## src/rtl/alu_exec_ctrl_pkg.sv

```systemverilog
// Shared opcode and FSM state encodings for the ALU execute controller.
// Also sizes the wait counter from the multicycle latencies.
package alu_exec_ctrl_pkg;

   typedef enum logic [2:0] {
      OC_ADD = 3'd0,
      OC_SUB = 3'd1,
      OC_MUL = 3'd2,
      OC_DIV = 3'd3,
      OC_NOT = 3'd4,
      OC_XOR = 3'd5,
      OC_OR  = 3'd6,
      OC_AND = 3'd7
   } oc_e;

   typedef enum logic [1:0] {
      S_IDLE = 2'd0,
      S_WAIT = 2'd1,
      S_DONE = 2'd2
   } state_e;

   function automatic int cnt_width(input int mul_c, input int div_c);
      int mx;
      mx = (mul_c > div_c) ? mul_c : div_c;
      return (mx > 1) ? $clog2(mx) : 1;
   endfunction

endpackage

```

## src/rtl/alu_exec_ctrl_if.sv

```systemverilog
// Request and result valid/ready bundle for the ALU execute controller.
// master = requester/consumer side, slave = controller side.
interface alu_exec_ctrl_if #(
   parameter int DATA_WIDTH = 16
);

   logic                  req_valid;
   logic                  req_ready;
   logic [2:0]            req_oc;
   logic [DATA_WIDTH-1:0] req_a;
   logic [DATA_WIDTH-1:0] req_b;
   logic                  res_valid;
   logic                  res_ready;
   logic [DATA_WIDTH-1:0] res_data;
   logic                  res_zero;
   logic                  res_neg;
   logic                  res_dbz;

   modport master (
      output req_valid, req_oc, req_a, req_b, res_ready,
      input  req_ready, res_valid, res_data,
      input  res_zero, res_neg, res_dbz
   );

   modport slave (
      input  req_valid, req_oc, req_a, req_b, res_ready,
      output req_ready, res_valid, res_data,
      output res_zero, res_neg, res_dbz
   );

endinterface

```

## src/rtl/exec_wait_cnt.sv

```systemverilog
// Loadable down-counter timing the multicycle ALU paths.
// Holds at zero; zero flag marks the capture cycle.
module exec_wait_cnt #(
   parameter int WIDTH = 3
) (
   input  logic             clk,
   input  logic             rst_n,
   input  logic             load,
   input  logic [WIDTH-1:0] load_val,
   input  logic             en,
   output logic             zero
);

   logic [WIDTH-1:0] cnt;

   always_ff @(posedge clk or negedge rst_n) begin
      if (!rst_n) begin
         cnt <= '0;
      end else if (load) begin
         cnt <= load_val;
      end else if (en && (cnt != '0)) begin
         cnt <= cnt - 1'b1;
      end
   end

   assign zero = (cnt == '0);

endmodule

```

## src/rtl/alu_exec_ctrl.sv

```systemverilog
// Multicycle execute controller wrapped around an external combinational ALU.
// Define ALU_EXEC_FLAGS_EN to register res_zero/res_neg/res_dbz; else they read 0.
module alu_exec_ctrl
   import alu_exec_ctrl_pkg::*;
#(
   parameter int DATA_WIDTH = 16,
   parameter int MUL_CYCLES = 2,
   parameter int DIV_CYCLES = 8
) (
   input  logic                  clk,
   input  logic                  rst_n,
   alu_exec_ctrl_if.slave        bus,
   output logic [2:0]            alu_oc,
   output logic [DATA_WIDTH-1:0] alu_a,
   output logic [DATA_WIDTH-1:0] alu_b,
   input  logic [DATA_WIDTH-1:0] alu_f,
   output logic                  busy
);

   localparam int CW = cnt_width(MUL_CYCLES, DIV_CYCLES);

   state_e                state;
   state_e                state_n;
   logic                  accept;
   logic                  capture;
   logic                  cnt_zero;
   logic                  dbz;
   logic [CW-1:0]         load_val;
   logic [DATA_WIDTH-1:0] res_data;

   // Divide by zero is judged from the latched operands, not the live request
   assign dbz = (alu_oc == OC_DIV) && (alu_b == '0);

   always_comb begin
      load_val = '0;
      unique case (1'b1)
         (bus.req_oc == OC_MUL):
            load_val = CW'(MUL_CYCLES - 1);
         (bus.req_oc == OC_DIV) && (bus.req_b != '0):
            load_val = CW'(DIV_CYCLES - 1);
         default:
            load_val = '0;
      endcase
   end

   always_ff @(posedge clk or negedge rst_n) begin
      if (!rst_n) begin
         state <= S_IDLE;
      end else begin
         state <= state_n;
      end
   end

   always_comb begin
      state_n = state;
      accept  = 1'b0;
      capture = 1'b0;
      unique case (state)
         S_IDLE: begin
            if (bus.req_valid) begin
               accept  = 1'b1;
               state_n = S_WAIT;
            end
         end
         S_WAIT: begin
            if (cnt_zero) begin
               capture = 1'b1;
               state_n = S_DONE;
            end
         end
         S_DONE: begin
            if (bus.res_ready) begin
               state_n = S_IDLE;
            end
         end
         default: state_n = S_IDLE;
      endcase
   end

   exec_wait_cnt #(
      .WIDTH(CW)
   ) u_wait_cnt (
      .clk      (clk),
      .rst_n    (rst_n),
      .load     (accept),
      .load_val (load_val),
      .en       (state == S_WAIT),
      .zero     (cnt_zero)
   );

   always_ff @(posedge clk or negedge rst_n) begin
      if (!rst_n) begin
         alu_oc   <= '0;
         alu_a    <= '0;
         alu_b    <= '0;
         res_data <= '0;
      end else begin
         if (accept) begin
            alu_oc <= bus.req_oc;
            alu_a  <= bus.req_a;
            alu_b  <= bus.req_b;
         end
         if (capture) begin
            res_data <= dbz ? '1 : alu_f;
         end
      end
   end

`ifdef ALU_EXEC_FLAGS_EN
   logic leave;
   logic zero_q;
   logic neg_q;
   logic dbz_q;

   assign leave = (state == S_DONE) && bus.res_ready;

   always_ff @(posedge clk or negedge rst_n) begin
      if (!rst_n) begin
         zero_q <= 1'b0;
         neg_q  <= 1'b0;
         dbz_q  <= 1'b0;
      end else if (capture) begin
         zero_q <= dbz ? 1'b0 : (alu_f == '0);
         neg_q  <= dbz ? 1'b1 : alu_f[DATA_WIDTH-1];
         dbz_q  <= dbz;
      end else if (leave) begin
         zero_q <= 1'b0;
         neg_q  <= 1'b0;
         dbz_q  <= 1'b0;
      end
   end

   assign bus.res_zero = zero_q;
   assign bus.res_neg  = neg_q;
   assign bus.res_dbz  = dbz_q;
`else
   assign bus.res_zero = 1'b0;
   assign bus.res_neg  = 1'b0;
   assign bus.res_dbz  = 1'b0;
`endif

   assign bus.req_ready = (state == S_IDLE);
   assign bus.res_valid = (state == S_DONE);
   assign bus.res_data  = res_data;
   assign busy          = (state != S_IDLE);

endmodule

```

## src/flat_wrapper.sv

```systemverilog
// flat-port wrapper written by rule: the top's interface ports become plain ports
module alu_exec_ctrl_flat import alu_exec_ctrl_pkg::*;
#(
   parameter int DATA_WIDTH = 16,
   parameter int MUL_CYCLES = 2,
   parameter int DIV_CYCLES = 8
)
  (clk, rst_n, alu_oc, alu_a, alu_b, alu_f, busy, bus_req_valid, bus_req_oc, bus_req_a, bus_req_b, bus_res_ready, bus_req_ready, bus_res_valid, bus_res_data, bus_res_zero, bus_res_neg, bus_res_dbz);
  alu_exec_ctrl_if #(.DATA_WIDTH(DATA_WIDTH)) bus_i ();
  input  logic clk;
  input  logic rst_n;
  output logic [2:0] alu_oc;
  output logic [DATA_WIDTH-1:0] alu_a;
  output logic [DATA_WIDTH-1:0] alu_b;
  input  logic [DATA_WIDTH-1:0] alu_f;
  output logic busy;
  input wire logic [$bits(bus_i.req_valid)-1:0] bus_req_valid;
  input wire logic [$bits(bus_i.req_oc)-1:0] bus_req_oc;
  input wire logic [$bits(bus_i.req_a)-1:0] bus_req_a;
  input wire logic [$bits(bus_i.req_b)-1:0] bus_req_b;
  input wire logic [$bits(bus_i.res_ready)-1:0] bus_res_ready;
  output wire logic [$bits(bus_i.req_ready)-1:0] bus_req_ready;
  output wire logic [$bits(bus_i.res_valid)-1:0] bus_res_valid;
  output wire logic [$bits(bus_i.res_data)-1:0] bus_res_data;
  output wire logic [$bits(bus_i.res_zero)-1:0] bus_res_zero;
  output wire logic [$bits(bus_i.res_neg)-1:0] bus_res_neg;
  output wire logic [$bits(bus_i.res_dbz)-1:0] bus_res_dbz;
  assign bus_i.req_valid = bus_req_valid;
  assign bus_i.req_oc = bus_req_oc;
  assign bus_i.req_a = bus_req_a;
  assign bus_i.req_b = bus_req_b;
  assign bus_i.res_ready = bus_res_ready;
  assign bus_req_ready = bus_i.req_ready;
  assign bus_res_valid = bus_i.res_valid;
  assign bus_res_data = bus_i.res_data;
  assign bus_res_zero = bus_i.res_zero;
  assign bus_res_neg = bus_i.res_neg;
  assign bus_res_dbz = bus_i.res_dbz;
  alu_exec_ctrl #(.DATA_WIDTH(DATA_WIDTH), .MUL_CYCLES(MUL_CYCLES), .DIV_CYCLES(DIV_CYCLES)) u_core (.clk(clk), .rst_n(rst_n), .bus(bus_i), .alu_oc(alu_oc), .alu_a(alu_a), .alu_b(alu_b), .alu_f(alu_f), .busy(busy));
endmodule
```

## config.mk

```make
export PLATFORM = sky130hd
export DESIGN_NAME = alu_exec_ctrl_flat
export DESIGN_NICKNAME = d
export VERILOG_FILES = /design/src/rtl/alu_exec_ctrl_pkg.sv /design/src/rtl/alu_exec_ctrl_if.sv /design/src/rtl/exec_wait_cnt.sv /design/src/rtl/alu_exec_ctrl.sv /design/src/flat_wrapper.sv
export SDC_FILE = /design/constraint.sdc
export NUM_CORES = 1
export LEC_CHECK = 0
export CORE_UTILIZATION = 40
export CTS_CLUSTER_DIAMETER = 40
export DETAILED_ROUTE_END_ITERATION = 10
export PLACE_DENSITY = 0.8
export SLEW_MARGIN = 30
export SYNTH_ARGS = -nofsm -noshare
export SYNTH_HDL_FRONTEND = slang
export SYNTH_SLANG_ARGS = --single-unit
```

## constraint.sdc

```tcl
create_clock -name clk -period 2.3 [get_ports clk]
set_input_delay 0.46 -clock clk [delete_from_list [all_inputs] [get_ports clk]]
set_output_delay 0.46 -clock clk [all_outputs]
set_load 0.01 [all_outputs]
```

==> metrics.yaml, run 1 <==
timing:
  final_period_minus_worst_setup_slack_ns: 2.05
  fin_tns_setup_ns: 0
  timing_worst_slew_pin_value_ns: 0.658
  timing.max_slew.rel_slack: 0.561
  worst_clock_skew_ns: 0.00997
  slew_viol_final: 0
  final_min_period_over_clock_period: 0.890
  max_clock_freq_mhz: 488
  rsz_0062_raised_after_global_routing: "no"
  finalSetupViolCount: 0
  hold_viol: 0
power:
  pwr_density_cell_nw_per_um2: 1370
  power.static_leakage_uw: 0.00144
  worst_ir_drop_vdd_v: 0.000737
global_routing:
  maximum_number_of_pins_on_one_net_before_global_route_repair: 39
  grt_pass1_wl_um: 8410
  initial_antenna_violation_count: 0
  overall_fraction_of_global_route_tracks_in_use: 0.182
  grt_pass1_vias: 1820
  globalRoute.totalOverflow: 0
job:
  max_cap_violations: 0
yosys:
  synth_largest_area_cell: "dfrtp_1"
  synthesis.instances: 161
  mappedNetlistArea_um2: 2280
  synth-async-reset-ratio: 1.00
  most_used_standard_cell_by_instance_count_after_synthesis: "dfrtp_1"
  dominantRegCellSynth: "dfrtp_1"
  yosysTopAreaCellShare: 0.614
  postSynthAreaPerCell_um2: 14.2
  yosysWarnings: 0
  synth_cell_types: 31
  edff_count_synth: 0
  ys_ff_latch: 56
  ys_seq_area_frac: 0.614
  cell_types_with_the_largest_area_share_after_synthesis: "dfrtp_1 61%, mux2_2 17%, o22a_1 6.1%"
  synth.cells.most_frequent: "56 x dfrtp_1, 35 x mux2_2, 16 x o22a_1, 7 x nor4_1, 6 x buf_4"
clock_network:
  number_of_buffers_added_for_setup_after_cts: 0
  clock_insertion_delay_worst_skew_ns: 0.31
  cts_inserted_buffers: 5
  cts.hold.buffers_added: 0
  h-tree-depth: 2
  cts_tree: "done"
  clock_sinks: 56
  worst_setup_hold_path_clk_slew_ns: 0.10
  root_buffer: "clkbuf_8"
  cts_resized: 0
  deepest_clock_path_buffer_count: 2
critical_path:
  slowest_cell_delay_on_critical_path_ns: 0.56
  timing.critical_path.cells: "nor2b_1 > clkdlybuf4s50_1"
  worstReg2RegStart: "u_core.alu_b[5]"
  start_kind: "flop"
  worst_ep_required_time_ns: 1.84
  arrival_ns: 1.59
  r2r_slack_ns: 0.53
  setup.worst_path.end_class: "output port"
  critical-path-slowest-cell: "clkdlybuf4s50_1"
  reg2reg_to: "u_core.bus.res_data[11]"
  setup.worst_path.class: "reg2out"
  reg2regPathDepth: 4
  path_max_fanout: 7
final_layout:
  antenna_cells: 0
  share_of_layout_cells_above_drive_strength_1: 0.185
  syn2layout_area_growth_pct: 56.2
  nNetsFinal: 328
  final_std_cells_w_o_fill: 343
die:
  io_pins: 112
  floorplan.die.width_um: 77.5
  fp.dieH_um: 77.5
  die_area_um2: 6010
  placementRows: 27
  initial_core_util: 0.414
  core_region_area_um2: 5510
detailed_routing:
  ant_nets: 0
  drt_pre_antenna_iters: 4
  wire_per_inst_um: 15.0
  routed_wl_um: 5150
  dr.first_iter.drc_count: 59
  route.detailed.drc: 0
  vias: 1724
  avgViaCountPerCell: 5.03
place:
  buffer_ports.inserted: 108
  routabilityCongestion: 0.737
  place.detailed.instances: 336
  dp_hpwl_um: 3800
run_status:
  run_status: "finished clean"
hold_path:
  hold_path_class: "in2async"
worst max-delay path: cells and delay by family, from the launching register on:
kind | cells | cell delay [ns]
buffers and inverters | 1 | 0.56
flip-flops | 1 | 0.51
AND/OR/NAND/NOR | 1 | 0.21
through the flow:
stage / hold slack (ns) / total power [µW] / setup slack (ns) / util / instance area (µm²)
finish: 0.112 / 4900 / 0.253 / 0.648 / 3570
detailed placement: 0.467 / 4210 / 0.290 / 0.624 / 3440
CTS: 0.116 / 4960 / 0.239 / 0.648 / 3570
floorplan: 0.164 / 2930 / 0.599 / - / 2290
global placement: 0.467 / 4130 / 0.359 / 0.624 / 3440
global route: 0.138 / 5190 / 0.151 / 0.648 / 3570
routing by layer:
layer	GRT usage	vias up	share of wire
met5	0	-	0
met4	0.0679	0	0.018
met3	0.0624	10	0.080
met2	0.319	74	0.49
met1	0.204	840	0.41
li1	-	800	-
worst max-delay path by stage:
stage / endpoint / slack (ns) / depth (start not counted) / startpoint
2_1_floorplan: u_core.bus.res_data[0] / 0.60 / 7 / u_core.u_wait_cnt.cnt[0]
3_3_place_gp: u_core.alu_b[14] / 0.36 / 4 / bus_req_valid
3_5_place_dp: u_core.alu_a[3] / 0.29 / 4 / bus_req_valid
4_1_cts: bus_res_valid / 0.24 / 2 / u_core.state[1]
5_1_grt: bus_res_valid / 0.15 / 2 / u_core.state[1]
6_report: bus_res_valid / 0.25 / 2 / u_core.state[1]
power breakdown:
part	switching (µW)	total, µW	leakage (µW)	internal [µW]
Sequential	333	1820	0.000649	1490
Clock	306	734	0.0000642	428
Combinational	869	2340	0.000730	1480
area by class of cell:
| cell class | count | area [µm²] |
|---|---|---|
| Tap cell | 72 | 90.1 |
| Inverter | 5 | 18.8 |
| Fill cell | 430 | 1940 |
| Multi-Input combinational cell | 92 | 803 |
| Clock inverter | 2 | 60.1 |
| Timing Repair Buffer | 111 | 1120 |
| Sequential cell | 56 | 1400 |
| Clock buffer | 5 | 68.8 |
placed cells by master (no fill, tap or decap), types with 2 or more instances in the layout:
| master | count |
|---|---|
| clkdlybuf4s50_1 | 107 |
| dfrtp_1 | 56 |
| mux2_2 | 35 |
| o22a_1 | 16 |
| nor4_1 | 7 |
| nor2_1 | 5 |
| clkbuf_8 | 5 |
| inv_1 | 4 |
| a21oi_1 | 4 |
| nor2b_1 | 3 |
| conb_1 | 3 |
| nand4_1 | 2 |
| ha_1 | 2 |
| bufinv_16 | 2 |
| buf_12 | 2 |
state kept, by name, indices dropped and copies added, names as in the netlist:
register,cells
u_core.alu_b,16
u_core.alu_a,16
u_core.alu_oc,3
u_core.u_wait_cnt.cnt,3
u_core.state,2
u_core.bus.res_data,16
cell families (layout without fill, tap and decap cells):
family                     Yosys count  count (layout)  synth area share
AOI/OAI and AO/OA                   27              27            0.0927
muxes                               35              35             0.173
DFF                                 56              56             0.614
adders and majority gates            2               2            0.0110
and+or+nand+nor                     25              25            0.0685
buffers and inverters               15             123            0.0395
other                                1               3           0.00164
(Power assumes the default switching activity.)
==> run 2: changes to the inputs <==
--- a/config.mk
+++ b/config.mk
@@ -8,6 +8,7 @@
 export CORE_UTILIZATION = 40
 export CTS_CLUSTER_DIAMETER = 40
 export DETAILED_ROUTE_END_ITERATION = 10
+export GPL_ROUTABILITY_DRIVEN = 0
 export PLACE_DENSITY = 0.8
 export SLEW_MARGIN = 30
 export SYNTH_ARGS = -nofsm -noshare
==> results of run 2 <==
Final layout, timing and power as in run 1 (identical DEF).
